===== config.mk =====
export PLATFORM = sky130hd
export DESIGN_NAME = decode_stage
export DESIGN_NICKNAME = d
export VERILOG_FILES = /design/src/rtl/riscv_pkg.sv /design/src/rtl/skid_buf.sv /design/src/rtl/decode_stage.sv
export SDC_FILE = /design/constraint.sdc
export NUM_CORES = 1
export LEC_CHECK = 0
export ABC_CLOCK_PERIOD_IN_PS = 16970
export BUFFER_PORTS_ARGS = -buffer_cell sky130_fd_sc_hd__buf_2
export CORE_ASPECT_RATIO = 1.2
export CORE_MARGIN = 2
export CORE_UTILIZATION = 59
export DETAILED_ROUTE_END_ITERATION = 8
export PLACE_DENSITY = 0.85
export SLEW_MARGIN = 15
export SYNTH_ARGS = -nofsm -noshare
export SYNTH_HDL_FRONTEND = slang
export SYNTH_SLANG_ARGS = --single-unit
export TNS_END_PERCENT = 1

===== constraint.sdc =====
create_clock -name clk -period 16.97 [get_ports clk]
set_clock_uncertainty 0.1 [all_clocks]
set_input_delay 2.5455 -clock clk [delete_from_list [all_inputs] [get_ports clk]]
set_output_delay 2.5455 -clock clk [all_outputs]
set_load 0.01 [all_outputs]

===== src/rtl/riscv_pkg.sv =====
// Shared RV32I definitions: ALU function codes (also used by the ALU), major
// opcodes, the decoded-bundle struct and immediate extraction helpers.
package riscv_pkg;

  typedef enum logic [3:0] {
    ALU_ADD  = 4'b0000,
    ALU_SLL  = 4'b0001,
    ALU_SLT  = 4'b0010,
    ALU_SLTU = 4'b0011,
    ALU_XOR  = 4'b0100,
    ALU_SRL  = 4'b0101,
    ALU_OR   = 4'b0110,
    ALU_AND  = 4'b0111,
    ALU_SUB  = 4'b1000,
    ALU_SRA  = 4'b1101
  } alu_func_e;

  localparam logic [6:0] OPC_LOAD   = 7'b0000011;
  localparam logic [6:0] OPC_OP_IMM = 7'b0010011;
  localparam logic [6:0] OPC_AUIPC  = 7'b0010111;
  localparam logic [6:0] OPC_STORE  = 7'b0100011;
  localparam logic [6:0] OPC_OP     = 7'b0110011;
  localparam logic [6:0] OPC_LUI    = 7'b0110111;
  localparam logic [6:0] OPC_BRANCH = 7'b1100011;
  localparam logic [6:0] OPC_JALR   = 7'b1100111;
  localparam logic [6:0] OPC_JAL    = 7'b1101111;

  typedef struct packed {
    logic [31:0] pc;
    alu_func_e   func;
    logic [4:0]  rs1;
    logic [4:0]  rs2;
    logic [4:0]  rd;
    logic [31:0] imm;
    logic        src1_pc;
    logic        src1_zero;
    logic        src2_imm;
    logic        reg_write;
    logic        illegal;
  } decoded_t;

  function automatic logic [31:0] imm_i(input logic [31:0] w);
    return {{20{w[31]}}, w[31:20]};
  endfunction

  function automatic logic [31:0] imm_s(input logic [31:0] w);
    return {{20{w[31]}}, w[31:25], w[11:7]};
  endfunction

  function automatic logic [31:0] imm_b(input logic [31:0] w);
    return {{19{w[31]}}, w[31], w[7], w[30:25], w[11:8], 1'b0};
  endfunction

  function automatic logic [31:0] imm_u(input logic [31:0] w);
    return {w[31:12], 12'b0};
  endfunction

  function automatic logic [31:0] imm_j(input logic [31:0] w);
    return {{11{w[31]}}, w[31], w[19:12], w[20], w[30:21], 1'b0};
  endfunction

endpackage


===== src/rtl/skid_buf.sv =====
// Two-entry valid/ready skid buffer: a main (output) register plus one skid
// entry, with a registered in_ready and a flush that empties both entries.
module skid_buf #(
  parameter int W = 8
) (
  input  logic         clk,
  input  logic         rst,
  input  logic         flush_i,
  input  logic         in_valid_i,
  output logic         in_ready_o,
  input  logic [W-1:0] in_data_i,
  output logic         out_valid_o,
  input  logic         out_ready_i,
  output logic [W-1:0] out_data_o
);

  logic         main_valid_q, main_valid_d;
  logic         skid_valid_q, skid_valid_d;
  logic         in_ready_q, in_ready_d;
  logic [W-1:0] main_data_q, main_data_d;
  logic [W-1:0] skid_data_q, skid_data_d;
  logic         in_xfer;

  always_comb begin
    // NOTE: every output of this block gets a default first, so no path can infer a latch.
    main_valid_d = main_valid_q;
    main_data_d  = main_data_q;
    skid_valid_d = skid_valid_q;
    skid_data_d  = skid_data_q;
    in_xfer      = in_valid_i & in_ready_q;

    if (flush_i) begin
      main_valid_d = 1'b0;
      skid_valid_d = 1'b0;
    end else if (!main_valid_q || out_ready_i) begin
      // Main is empty or draining: refill from skid first to keep order.
      if (skid_valid_q) begin
        main_valid_d = 1'b1;
        main_data_d  = skid_data_q;
        skid_valid_d = 1'b0;
      end else begin
        main_valid_d = in_xfer;
        if (in_xfer) main_data_d = in_data_i;
      end
    end else if (in_xfer) begin
      skid_valid_d = 1'b1;
      skid_data_d  = in_data_i;
    end

    in_ready_d = !skid_valid_d;
  end

  always_ff @(posedge clk) begin
    // NOTE: sequential state uses non-blocking assignments so all registers update together.
    if (rst) begin
      main_valid_q <= 1'b0;
      skid_valid_q <= 1'b0;
      in_ready_q   <= 1'b1;
      main_data_q  <= '0;
    end else begin
      main_valid_q <= main_valid_d;
      skid_valid_q <= skid_valid_d;
      in_ready_q   <= in_ready_d;
      main_data_q  <= main_data_d;
    end
  end

  // NOTE: skid payload is never visible unqualified, so it carries no reset.
  always_ff @(posedge clk) begin
    skid_data_q <= skid_data_d;
  end

  assign in_ready_o  = in_ready_q;
  assign out_valid_o = main_valid_q;
  assign out_data_o  = main_data_q;

endmodule


===== src/rtl/decode_stage.sv =====
// Registered RV32I decoder feeding the execute-stage ALU through a skid buffer.
// Define DECODE_RVE_EN for RV32E (registers x16-x31 make an instruction illegal).
module decode_stage
  import riscv_pkg::*;
#(
  parameter int XLEN = 32
) (
  input  logic            clk,
  input  logic            rst,
  input  logic            flush,
  input  logic            in_valid,
  output logic            in_ready,
  input  logic [31:0]     in_inst,
  input  logic [XLEN-1:0] in_pc,
  output logic            out_valid,
  input  logic            out_ready,
  output logic [XLEN-1:0] out_pc,
  output logic [3:0]      func,
  output logic [4:0]      rs1,
  output logic [4:0]      rs2,
  output logic [4:0]      rd,
  output logic [31:0]     imm,
  output logic            src1_pc,
  output logic            src1_zero,
  output logic            src2_imm,
  output logic            reg_write,
  output logic            illegal
);

`ifdef DECODE_RVE_EN
  localparam bit RVE = 1'b1;
`else
  localparam bit RVE = 1'b0;
`endif

  decoded_t   dec, bundle;
  logic [6:0] opcode, f7;
  logic [2:0] f3;
  logic       use_rs1, use_rs2, writes_rd, bad;

  assign opcode = in_inst[6:0];
  assign f3     = in_inst[14:12];
  assign f7     = in_inst[31:25];

  always_comb begin
    dec       = '0;
    dec.pc    = in_pc;
    dec.rs1   = in_inst[19:15];
    dec.rs2   = in_inst[24:20];
    dec.rd    = in_inst[11:7];
    dec.func  = ALU_ADD;
    use_rs1   = 1'b0;
    use_rs2   = 1'b0;
    writes_rd = 1'b0;
    bad       = 1'b0;

    case (opcode)
      OPC_OP: begin
        {use_rs1, use_rs2, writes_rd} = 3'b111;
        dec.func = alu_func_e'({in_inst[30], f3});
        if (!(f7 == 7'b0000000 || (f7 == 7'b0100000 && (f3 == 3'b000 || f3 == 3'b101))))
          bad = 1'b1;
      end
      OPC_OP_IMM: begin
        {use_rs1, writes_rd} = 2'b11;
        dec.src2_imm = 1'b1;
        if (f3 == 3'b001 || f3 == 3'b101) begin
          dec.imm  = {27'b0, in_inst[24:20]};
          dec.func = alu_func_e'({in_inst[30] & f3[2], f3});
          if ((f7 != 7'b0000000 && f7 != 7'b0100000) || (f3 == 3'b001 && in_inst[30]))
            bad = 1'b1;
        end else begin
          dec.imm  = imm_i(in_inst);
          dec.func = alu_func_e'({1'b0, f3});
        end
      end
      OPC_LUI: begin
        writes_rd     = 1'b1;
        dec.src1_zero = 1'b1;
        dec.src2_imm  = 1'b1;
        dec.imm       = imm_u(in_inst);
      end
      OPC_AUIPC: begin
        writes_rd    = 1'b1;
        dec.src1_pc  = 1'b1;
        dec.src2_imm = 1'b1;
        dec.imm      = imm_u(in_inst);
      end
      OPC_LOAD: begin
        {use_rs1, writes_rd} = 2'b11;
        dec.src2_imm = 1'b1;
        dec.imm      = imm_i(in_inst);
      end
      OPC_STORE: begin
        {use_rs1, use_rs2} = 2'b11;
        dec.src2_imm = 1'b1;
        dec.imm      = imm_s(in_inst);
      end
      OPC_BRANCH: begin
        {use_rs1, use_rs2} = 2'b11;
        dec.imm = imm_b(in_inst);
        case (f3[2:1])
          2'b00:   dec.func = ALU_SUB;
          2'b10:   dec.func = ALU_SLT;
          2'b11:   dec.func = ALU_SLTU;
          default: bad = 1'b1;
        endcase
      end
      OPC_JAL: begin
        writes_rd   = 1'b1;
        dec.src1_pc = 1'b1;
        dec.imm     = imm_j(in_inst);
      end
      OPC_JALR: begin
        {use_rs1, writes_rd} = 2'b11;
        dec.src2_imm = 1'b1;
        dec.imm      = imm_i(in_inst);
        if (f3 != 3'b000) bad = 1'b1;
      end
      default: bad = 1'b1;
    endcase

    if (RVE && ((use_rs1 && dec.rs1[4]) || (use_rs2 && dec.rs2[4]) || (writes_rd && dec.rd[4])))
      bad = 1'b1;

    // Illegal bundles still travel to execute, but must not look like an ALU op.
    dec.illegal   = bad;
    dec.reg_write = writes_rd && (dec.rd != 5'd0) && !bad;
    if (bad) dec.func = ALU_ADD;
  end

  skid_buf #(
    .W($bits(decoded_t))
  ) u_skid (
    .clk        (clk),
    .rst        (rst),
    .flush_i    (flush),
    .in_valid_i (in_valid),
    .in_ready_o (in_ready),
    .in_data_i  (dec),
    .out_valid_o(out_valid),
    .out_ready_i(out_ready),
    .out_data_o (bundle)
  );

  assign out_pc    = bundle.pc;
  assign func      = bundle.func;
  assign rs1       = bundle.rs1;
  assign rs2       = bundle.rs2;
  assign rd        = bundle.rd;
  assign imm       = bundle.imm;
  assign src1_pc   = bundle.src1_pc;
  assign src1_zero = bundle.src1_zero;
  assign src2_imm  = bundle.src2_imm;
  assign reg_write = bundle.reg_write;
  assign illegal   = bundle.illegal;

endmodule


# After elaboration in Yosys (flattened, before gate mapping)
# Cells that the tools add are included.
dict set report op_classes {
  add_sub_neg 0
  n_mul 0
  div 0
  order_cmp 0
  eq_ne 15
  shifts 0
  muxes 22
  bitwise_logic 4
  n_reduce_logical 30
}
# operator n
set ops {}
lappend ops {{$pmux 32 s6} 1}
lappend ops {{$mux 88} 2}
lappend ops {{$mux 32} 1}
lappend ops {{$eq 7x6->1 const B} 4}
lappend ops {{$pmux 4 s3} 2}
lappend ops {{$eq 7x7->1 const B} 3}
lappend ops {{$eq 7x5->1 const B} 2}
lappend ops {{$mux 1} 13}
lappend ops {{$mux 4} 2}
lappend ops {{$reduce_or 2->1} 4}
lappend ops {{$eq 7x2->1 const B} 1}
lappend ops {{$logic_not 7->1} 1}
lappend ops {{$ne 7x6->1 const B} 1}
lappend ops {{$reduce_bool 7->1} 1}
lappend ops {{$reduce_or 7->1} 1}
lappend ops {{$reduce_and 3->1} 2}
lappend ops {{$reduce_or 6->1} 1}
lappend ops {{$logic_and 1x1->1} 5}
lappend ops {{$logic_or 1x1->1} 5}
lappend ops {{$pmux 1 s5} 1}
lappend ops {{$reduce_bool 5->1} 1}
lappend ops {{$reduce_or 5->1} 1}
lappend ops {{$eq 2x2->1 const B} 2}
lappend ops {{$eq 3x1->1 const B} 1}
lappend ops {{9 further kinds} 13}
dict set report totals {
  reg_bits 179
  latchBits 0
  mem_bits_rw 0
  mem_bits_ro 0
  inputBits 69
  output_inout_bits 90
  elab_cells 76
  n_memories 0
}

# Logic depth before layout (Yosys ltp)
# Gate-level depths: netlist of run 1.
dict set report logic_depth {
  depth_word 10
  ltp_mapped 9
  ltp_nobuf 5
}

# Cells and area by module
# Synthesis of run 1 repeated with hierarchy kept, for this count alone.
dict set report unflattened {
  cells_unflattened 723
  area_unflattened_um2 8225.4
}
# mod n_inst cells_per_inst area_each_um2 seq_area_each_um2
set by_module_without_submodules {}
lappend by_module_without_submodules {skid_buf 1 599 7412.1 4464.3}
lappend by_module_without_submodules {decode_stage 1 124 813.3 0.0}

# Least setup slack after synthesis of run 1
# OpenSTA, ideal clock, no wires.
dict set report synth_timing {
  path_type {input -> register}
  startpoint {input port out_ready}
  endpoint {register u_skid.skid_data_q[0] (enable)}
  setup_time_ns 0.535
  t_arrival_ns 6.530
  t_required_ns 16.335
  setup_slack_ns 9.805
  stages 3
  path_buffers 0
  path_cell_list {nor2b_1 -> nand2b_1 -> nor2_1}
}
dict set report synth_between {
  elab_chain_cells 3
}
# element line_no
set synth_lines {}
lappend synth_lines {{start, declared} decode_stage.sv:16} ;# input logic out_ready,
lappend synth_lines {{$logic_or 1x1->1} skid_buf.sv:35} ;# end else if (!main_valid_q || out_ready_i) begin
lappend synth_lines {{$not 1->1 (no line)} n/a}
lappend synth_lines {{$reduce_and 3->1 (no line)} n/a}
lappend synth_lines {{end signal, assigned} skid_buf.sv:70} ;# skid_data_q <= skid_data_d;
lappend synth_lines {{end, declared} skid_buf.sv:21} ;# logic [W-1:0] skid_data_q, skid_data_d;
# Every way passes these cells.
# A chain may end at the register's enable or synchronous reset.

# Worst setup path after layout of run 1
dict set report layout_timing {
  startpoint {input port in_valid}
  endpoint {register u_skid.main_data_q[19], in the netlist u_skid.out_data_o[19]}
}
dict set report layout_between {
  elab_chain_cells 3
}
# element line_no
set layout_lines {}
lappend layout_lines {{start, declared} decode_stage.sv:11} ;# input logic in_valid,
lappend layout_lines {{$and 1x1->1} skid_buf.sv:30} ;# in_xfer = in_valid_i & in_ready_q;
lappend layout_lines {{$reduce_bool 2->1 (no line)} n/a}
lappend layout_lines {{$reduce_and 3->1 (no line)} n/a}
lappend layout_lines {{end signal, assigned} skid_buf.sv:64} ;# main_data_q <= main_data_d;
lappend layout_lines {{end, declared} skid_buf.sv:20} ;# logic [W-1:0] main_data_q, main_data_d;
# Every way passes these cells.

==> results of run 1 <==
==> layout by cell type, fill, tap and decap left out, types with 5 or more instances in the layout <==
| cell type | n |
|---|---|
| a211oi_1 | 51 |
| a211oi_2 | 7 |
| a21oi_1 | 25 |
| a221oi_1 | 11 |
| a221oi_2 | 8 |
| and2_1 | 10 |
| and3_1 | 6 |
| buf_2 | 157 |
| buf_4 | 5 |
| clkbuf_16 | 17 |
| dfxtp_1 | 90 |
| edfxtp_1 | 88 |
| mux2i_1 | 47 |
| nand2_1 | 77 |
| nand3_1 | 11 |
| nor2_1 | 71 |
| nor2b_1 | 6 |
| nor3_1 | 5 |
| o21ai_0 | 34 |
| o21bai_1 | 5 |
==> metal layers <==
metal	wire (um)	part of all wire, %	GRT usage [%]
met1	7607	41	36.69
met2	8935	49	44.29
met3	1419	7.7	5.408
met4	390	2.1	10.85
met5	0	0	0
==> critical path, cell delays in order <==
cell and delay, ps:
buf_2 90, a21oi_1 130, nor3_4 130, buf_4 420
buf_4 710, and3_1 590, a221oi_2 140
==> cell families after synthesis <==
| family | synth area share (%) |
|---|---|
| XOR/XNOR | 0.1166 |
| AND/OR/NAND/NOR | 13.01 |
| AO/OA/AOI/OAI | 17.31 |
| multiplexers | 6.265 |
| buffers and inverters | 3.848 |
| flip-flops | 59.45 |
==> worst max-delay path by stage <==
stage	end	start	slack, ps
after floorplan	u_skid.skid_data_q[0]	out_ready	9800
after global placement	u_skid.out_data_o[20]	in_valid	12010
after detailed placement	u_skid.out_data_o[19]	in_valid	11890
after CTS	u_skid.out_data_o[17]	in_valid	12310
after global routing	u_skid.out_data_o[17]	in_valid	12160
final	u_skid.out_data_o[19]	in_valid	12320
==> registers in the layout (all words and copies together) (netlist names) <==
register / count
u_skid.skid_valid_q: 1
u_skid.skid_data_q: 88
u_skid.in_ready_o: 1
u_skid.out_valid_o: 1
u_skid.out_data_o: 88
==> stage by stage <==
stage                     total power [uW]  worst slack [ps]
after floorplan                      527.4              9805
final                                949.7             12320
after CTS                            953.4             12310
after detailed placement             560.6             11890
after global placement               556.9             12010
after global routing                 981.4             12160
==> final cells by class <==
| type | instances | area [sq um] |
|---|---|---|
| inverters | 4 | 15.01 |
| repair buffers | 163 | 834.6 |
| clock buffers | 19 | 442.9 |
| clock inverters | 13 | 157.7 |
| flip-flops and latches | 179 | 4468 |
| multi-input cells | 433 | 2770 |
| fillers | 932 | 3662 |
| well taps | 164 | 205.2 |
==> synth_stat cells, drive strengths merged (2+ instances only) <==
cell type,n
o21a,3
and3,6
a21oi,25
nor2b,6
edfxtp,88
dfxtp,91
mux2i,47
nor2,73
o211ai,2
clkbuf,29
nand3,11
or3,3
o21bai,6
o22ai,3
a221oi,19
a31oi,2
a22o,5
nor3,7
nand2b,2
a21o,2
nor3b,2
buf,26
o32ai,2
and2,10
inv,4
nor4,3
or2,2
o21ai,37
and3b,3
a211oi,58
nand2,77
==> power groups by stage <==
stage	registers [uW]	clock network, uW	logic [uW]
after floorplan	485	0	42.3
after detailed placement	480	0	80.6
after global routing	472	421	89.0
after global placement	479	0	77.5
final	471	398	81.3
after CTS	471	401	81.4
==> results by group, run 1 <==
Outcome
  • Outcome: completed

Setup path
  • Critical Path RT: between 15,000 and 20,000 ps
  • Flop-to-flop setup slack: 14,090 ps
  • CP max FO: 81
  • Worst Path Class, Setup: in -> reg
  • Worst EP arrival: around 4800 ps
  • Endpoint of the worst register-to-register path: u_skid.out_data_o[19]
  • Worst r2r src: u_skid.skid_valid_q
  • CP endpoint kind: flop
  • Critical Path Source Type: input port
  • Worst R2R Path Depth: 6

Cells and area
  • Ant. Diodes: 0
  • Final instance area: a little under 9000 sq um
  • Non-Filler Instances: about 980
  • Area growth syn-to-layout: 18.43%
  • Layout cell share with drive strength beyond 1: about 28%
  • Final core occ: a little over two thirds
  • Layout net count: between 800 and 900

Placement
  • PortBufs: between 150 and 200
  • Placed instance area: approximately 8300 sq um
  • DP Wirelength: between 10,000 and 15,000 um
  • Placed cells: between 900 and 1,000
  • GP Congestion: approximately 0.96

Synth
  • Post-synth EDFFs: 88
  • Post-synth cell types: 63
  • Async S/R FF share, synth: 0%
  • Syn_area_per_cell: between 10 and 15 sq um
  • Seq/Total Area, Yosys: 59.45%
  • Seq cells post-synth: about 180
  • Mapped Cells: 671
  • Synthesized area: roughly 7500 sq um
  • Yosys top cell by area: edfxtp_1
  • Post-synth top area share: about a third
  • Synth warn: 0
  • Top cells by area in the synthesized netlist: edfxtp_1 (35%), dfxtp_1 (24%), mux2i_1 (6.3%), a211oi_1 (5.1%), nand2_1 (3.8%)
  • Ys flop type: dfxtp_1
  • Syn Nets: 740

STA
  • RSZ-0062 raised after global routing: false
  • Slew HR: between 20% and 30%
  • Final setup fails: 0
  • Transition time of the tightest slew-check pin: 1151 ps
  • Final hold viol count: 0
  • Maximum clock rate: approximately 220 MHz
  • Final slew viol count: 0
  • Fin Setup TNS: 0 ps
  • Tmin final: roughly 4600 ps
  • Hold WS: between 300 and 400 ps
  • Crit share post-route: between 20% and 30%

CTS
  • CTS Buf Count: 17
  • H-Tree Depth: 4
  • CTS Buffer Depth: 2
  • CTS tree: done
  • Post-CTS Resized: 0
  • Clk root buf: clkbuf_16
  • CTS Hold Bufs: 0
  • Clk Latency, worst-skew pair: 430 ps
  • Sink Count: 179
  • CTS clk-pin slew, worst paths: about 60 ps
  • Post-CTS Setup Inserts: 0

Detailed routing
  • Antenna-violating nets left: 0
  • Routed vias/inst: roughly 6.0
  • Avg WL per Cell: 18.82 um
  • Number of remaining DRC errors: 0
  • Number of vias in the routed layout: 5,835
  • Router iterations before antenna repair: 7
  • Violation count after the first detailed-route iteration: 500
  • Total wire length: between 15,000 and 20,000 um

Floorplan
  • Initial Util: approximately 60%
  • I/O Pins: around 160
  • Area of the die: about 14,000 sq um
  • Die W: around 110 um
  • Chip Height: roughly 130 um
  • Num rows: between 40 and 50
  • Core ar.: roughly 13,000 sq um

Power
  • Power Dens Cells: roughly 110 nW/um^2
  • Switch Pwr: 220.0 uW
  • Peak supply drop: slightly above 0.00006 V
  • Flop pwr share: between 40% and 50%
  • Static Leakage: between 0.003 and 0.004 uW
  • Clock power frac: a little over two fifths
  • P_int: roughly 730 uW
  • Sw Share: 23.17%
  • Comb pwr share: under 10%

GRT
  • GRT Overall Usage: 27.43%
  • First-pass GRT wire length: ~29,000 um
  • Number of global-route vias before repair: between 5,000 and 6,000
  • Largest net degree at the start of global routing: 89
  • GRT Residual Overflow: 0
  • Initial antenna violation count: 0

Hold path
  • Hold Crit Class: reg -> reg
  • Hold Crit Start: u_skid.out_data_o[29]
  • Hold EP: u_skid.out_data_o[29]
  • Worst hold stages: 2

Flow run
  • Maxcap violations: 0
No activity file was read; power rests on OpenSTA's default activity.
==> inputs of run 2 (changes only) <==
Settings changed: ABC_CLOCK_PERIOD_IN_PS 16970 to 4350, CORE_UTILIZATION 59 to 54, PLACE_DENSITY 0.85 to 0.79.
Clock period 16.97 ns to 4.35 ns, I/O delays scaled along.
==> run 2 against run 1 <==
- count of clock-buffer cells in the layout up 4
- setup slack worse by 11000 ps
- combinational power rose to 3.9 times the previous value
- power increased to 3.9 times the previous value
- die area grew 8.9%
- design area is 0.76% higher
- first-iteration DRC count fell by 14%
- global-route usage decreased by 3.0 points
- clock power rose to 4.0 times the previous value
- non-clock buffer count up 3
- worst hold slack got worse by 38 ps
- critical endpoint is now u_skid.out_data_o[35]
- largest cell class unchanged
- highest routed layer unchanged
==> results by group, run 2 (same netlist as run 1, synthesis figures left out) <==
CTS
  • CTS tree: done (unchanged)
  • CTS Hold Bufs: 0 (unchanged)
  • CTS clk-pin slew, worst paths: 70 ps (was 60 ps)
  • Post-CTS Setup Inserts: 0 (unchanged)
  • Post-CTS Resized: 0 (unchanged)
  • Clk root buf: clkbuf_16 (unchanged)
  • H-Tree Depth: 4 (unchanged)
  • CTS Buf Count: 17 (unchanged)
  • CTS Buffer Depth: 2 (unchanged)
  • Sink Count: 179 (unchanged)
  • Clk Latency, worst-skew pair: 420 ps (was 430 ps)

GRT
  • Largest net degree at the start of global routing: 89 (unchanged)
  • First-pass GRT wire length: 29,000 um (was 28,950 um)
  • GR Util met1: 31.36% (was 36.69%)
  • Initial antenna violation count: 0 (unchanged)
  • GRT Residual Overflow: 0 (unchanged)
  • Number of global-route vias before repair: 5,796 (was 5,659)
  • Met3 Use GR: 5.414% (was 5.408%)
  • GRT met2 Usage: 40.61% (was 44.29%)
  • GRT Overall Usage: 24.42% (was 27.43%)
  • Gr busiest metal: met2 (unchanged)

Placement
  • DP Wirelength: 12,040 um (was 11,550 um)
  • PortBufs: 158 (unchanged)
  • GP Congestion: 0.8950 (was 0.9585)
  • Placed cells: 953 (was 943)
  • Post-place setup slack: 1396 ps (was 11,890 ps)

Setup path
  • CP Cell Sequence: a21oi_1, or3_1, buf_4, nor2_1, o21ai_0, o21ai_0 (was buf_2, a21oi_1, nor3_4, buf_4, buf_4, and3_1, a221oi_2)
  • Critical Path Source Type: flop (was input port)
  • CP max stage cell: dfxtp_4 (was buf_4)
  • Critical Path RT: 4570 ps (was 17,130 ps)
  • Worst Path Class, Setup: reg -> reg (was in -> reg)
  • Worst r2r src: u_skid.skid_valid_q (unchanged)
  • CP endpoint kind: flop (unchanged)
  • CP startpoint: u_skid.skid_valid_q (was in_valid)
  • Crit-path most repeated cell: o21ai_0 (was buf_4)
  • CP max stage delay: 750 ps (was 710 ps)
  • CP max FO: 51 (was 81)
  • Worst EP arrival: 3240 ps (was 4810 ps)

Flow run
  • Maxcap violations: 0 (unchanged)

Floorplan
  • Chip Height: 133.2 um (was 127.6 um)
  • Die W: 111.7 um (was 107.0 um)
  • Area of the die: 14,870 sq um (was 13,650 sq um)
  • Initial Util: 54.81% (was 59.81%)
  • Core ar.: 13,700 sq um (was 12,560 sq um)
  • Num rows: 47 (was 45)
  • I/O Pins: 159 (unchanged)

Power
  • Peak supply drop: 0.0002891 V (was 0.00006054 V)
  • Static Leakage: 0.003518 uW (was 0.003482 uW)
  • Clock power frac: 42.3% (was 41.9%)
  • Power Dens Cells: 417.0 nW/um^2 (was 106.8 nW/um^2)
  • Flop pwr share: 49.1% (was 49.6%)
  • P_int: 2899 uW (was 729.7 uW)
  • Comb pwr share: 8.5% (was 8.6%)
  • Sw Share: 22.41% (was 23.17%)
  • Final Power: 3737 uW (was 949.7 uW)
  • Switch Pwr: 837.4 uW (was 220.0 uW)

Cells and area
  • Fill cell count: 1,095 (was 932)
  • Layout cell share with drive strength beyond 1: 28.01% (was 27.99%)
  • Seq. cell area: 4468 sq um (unchanged)
  • Multi-input gate area: 2770 sq um (unchanged)
  • Area growth syn-to-layout: 19.33% (was 18.43%)
  • Most frequent cells in the layout: buf_2 (157), dfxtp_1 (90), edfxtp_1 (88) (unchanged)
  • Most common cell after layout, fill and taps aside: buf_2 (unchanged)
  • Non-Filler Instances: 985 (was 975)
  • Layout net count: 870 (was 867)
  • Ant. Diodes: 0 (unchanged)

STA
  • Final hold viol count: 0 (unchanged)
  • Fin Setup TNS: 0 ps (unchanged)
  • Maximum clock rate: roughly 330 MHz
  • Final setup margin: 1326 ps (was 12,320 ps)
  • Crit share post-route: around 70%
  • Final setup fails: 0 (unchanged)
  • RSZ-0062 raised after global routing: false (unchanged)
  • Tmin final: 3024 ps
  • Slew HR: 40.59% (was 23.19%)
  • Final slew viol count: 0 (unchanged)
  • Transition time of the tightest slew-check pin: 888.3 ps (was 1151 ps)

Detailed routing
  • Routed vias/inst: 5.868 (was 5.985)
  • Total wire length: 18,290 um (was 18,350 um)
  • Avg WL per Cell: 18.57 um (was 18.82 um)
  • Antenna-violating nets left: 0 (unchanged)
  • Number of vias in the routed layout: 5,780 (was 5,835)
  • Router iterations before antenna repair: 5 (was 7)
  • Number of remaining DRC errors: 0 (unchanged)
  • Violation count after the first detailed-route iteration: 432 (was 500)

Hold path
  • Hold Crit Start: in_pc[31] (was u_skid.out_data_o[29])
  • Hold Crit Class: in -> reg (was reg -> reg)

Outcome
  • Outcome: completed (unchanged)
run 2: worst max-delay path: cells and delay by family (launching register included):
family,cells,cell delay (ps)
flip-flops,1,750
AND/OR/NAND/NOR,2,1090
buffers and inverters,1,320
AO/OA/AOI/OAI,3,640
run 2: final timing paths:
check / endpoint / slack [ps] / cells past startpoint
hold reg to reg: u_skid.out_data_o[8] / 350 / 2
hold / removal: u_skid.skid_data_q[87] / 320 / 1
setup reg to reg: u_skid.out_data_o[35] / 1330 / 6
setup / recovery: u_skid.out_data_o[35] / 1330 / 6
run 2: layer usage:
metal / wire, um / part of all wire [%]
met1: 7671 / 42
met2: 8944 / 49
met3: 1312 / 7.2
met4: 360 / 2.0
met5: 0 / 0
run 2: cell type report:
class                           instances  area share, %
Multi-Input combinational cell        433          30.91
Clock inverter                          9          1.410
Tap cell                              171          2.388
Clock buffer                           23          5.459
Inverter                                4         0.1676
Sequential cell                       179          49.86
Timing Repair Buffer                  166          9.802
run 2: stage by stage:
| stage | hold WS, ps | utilization (%) | instance area [sq um] |
|---|---|---|---|
| floorplan | 370.7 | - | 7512 |
| global placement | 342.7 | 60.91 | 8346 |
| detailed placement | 343.3 | 60.91 | 8346 |
| CTS | 302.5 | 65.40 | 8961 |
| global route | 310.6 | 65.40 | 8961 |
| finish | 318.0 | 65.40 | 8961 |
run 2: power by group through the flow:
stage	Clock, uW	Sequential (uW)	Combinational [uW]
floorplan	0	1890	165
detailed placement	0	1870	318
finish	1580	1840	319
CTS	1600	1840	321
global route	1660	1840	350
global placement	0	1870	307
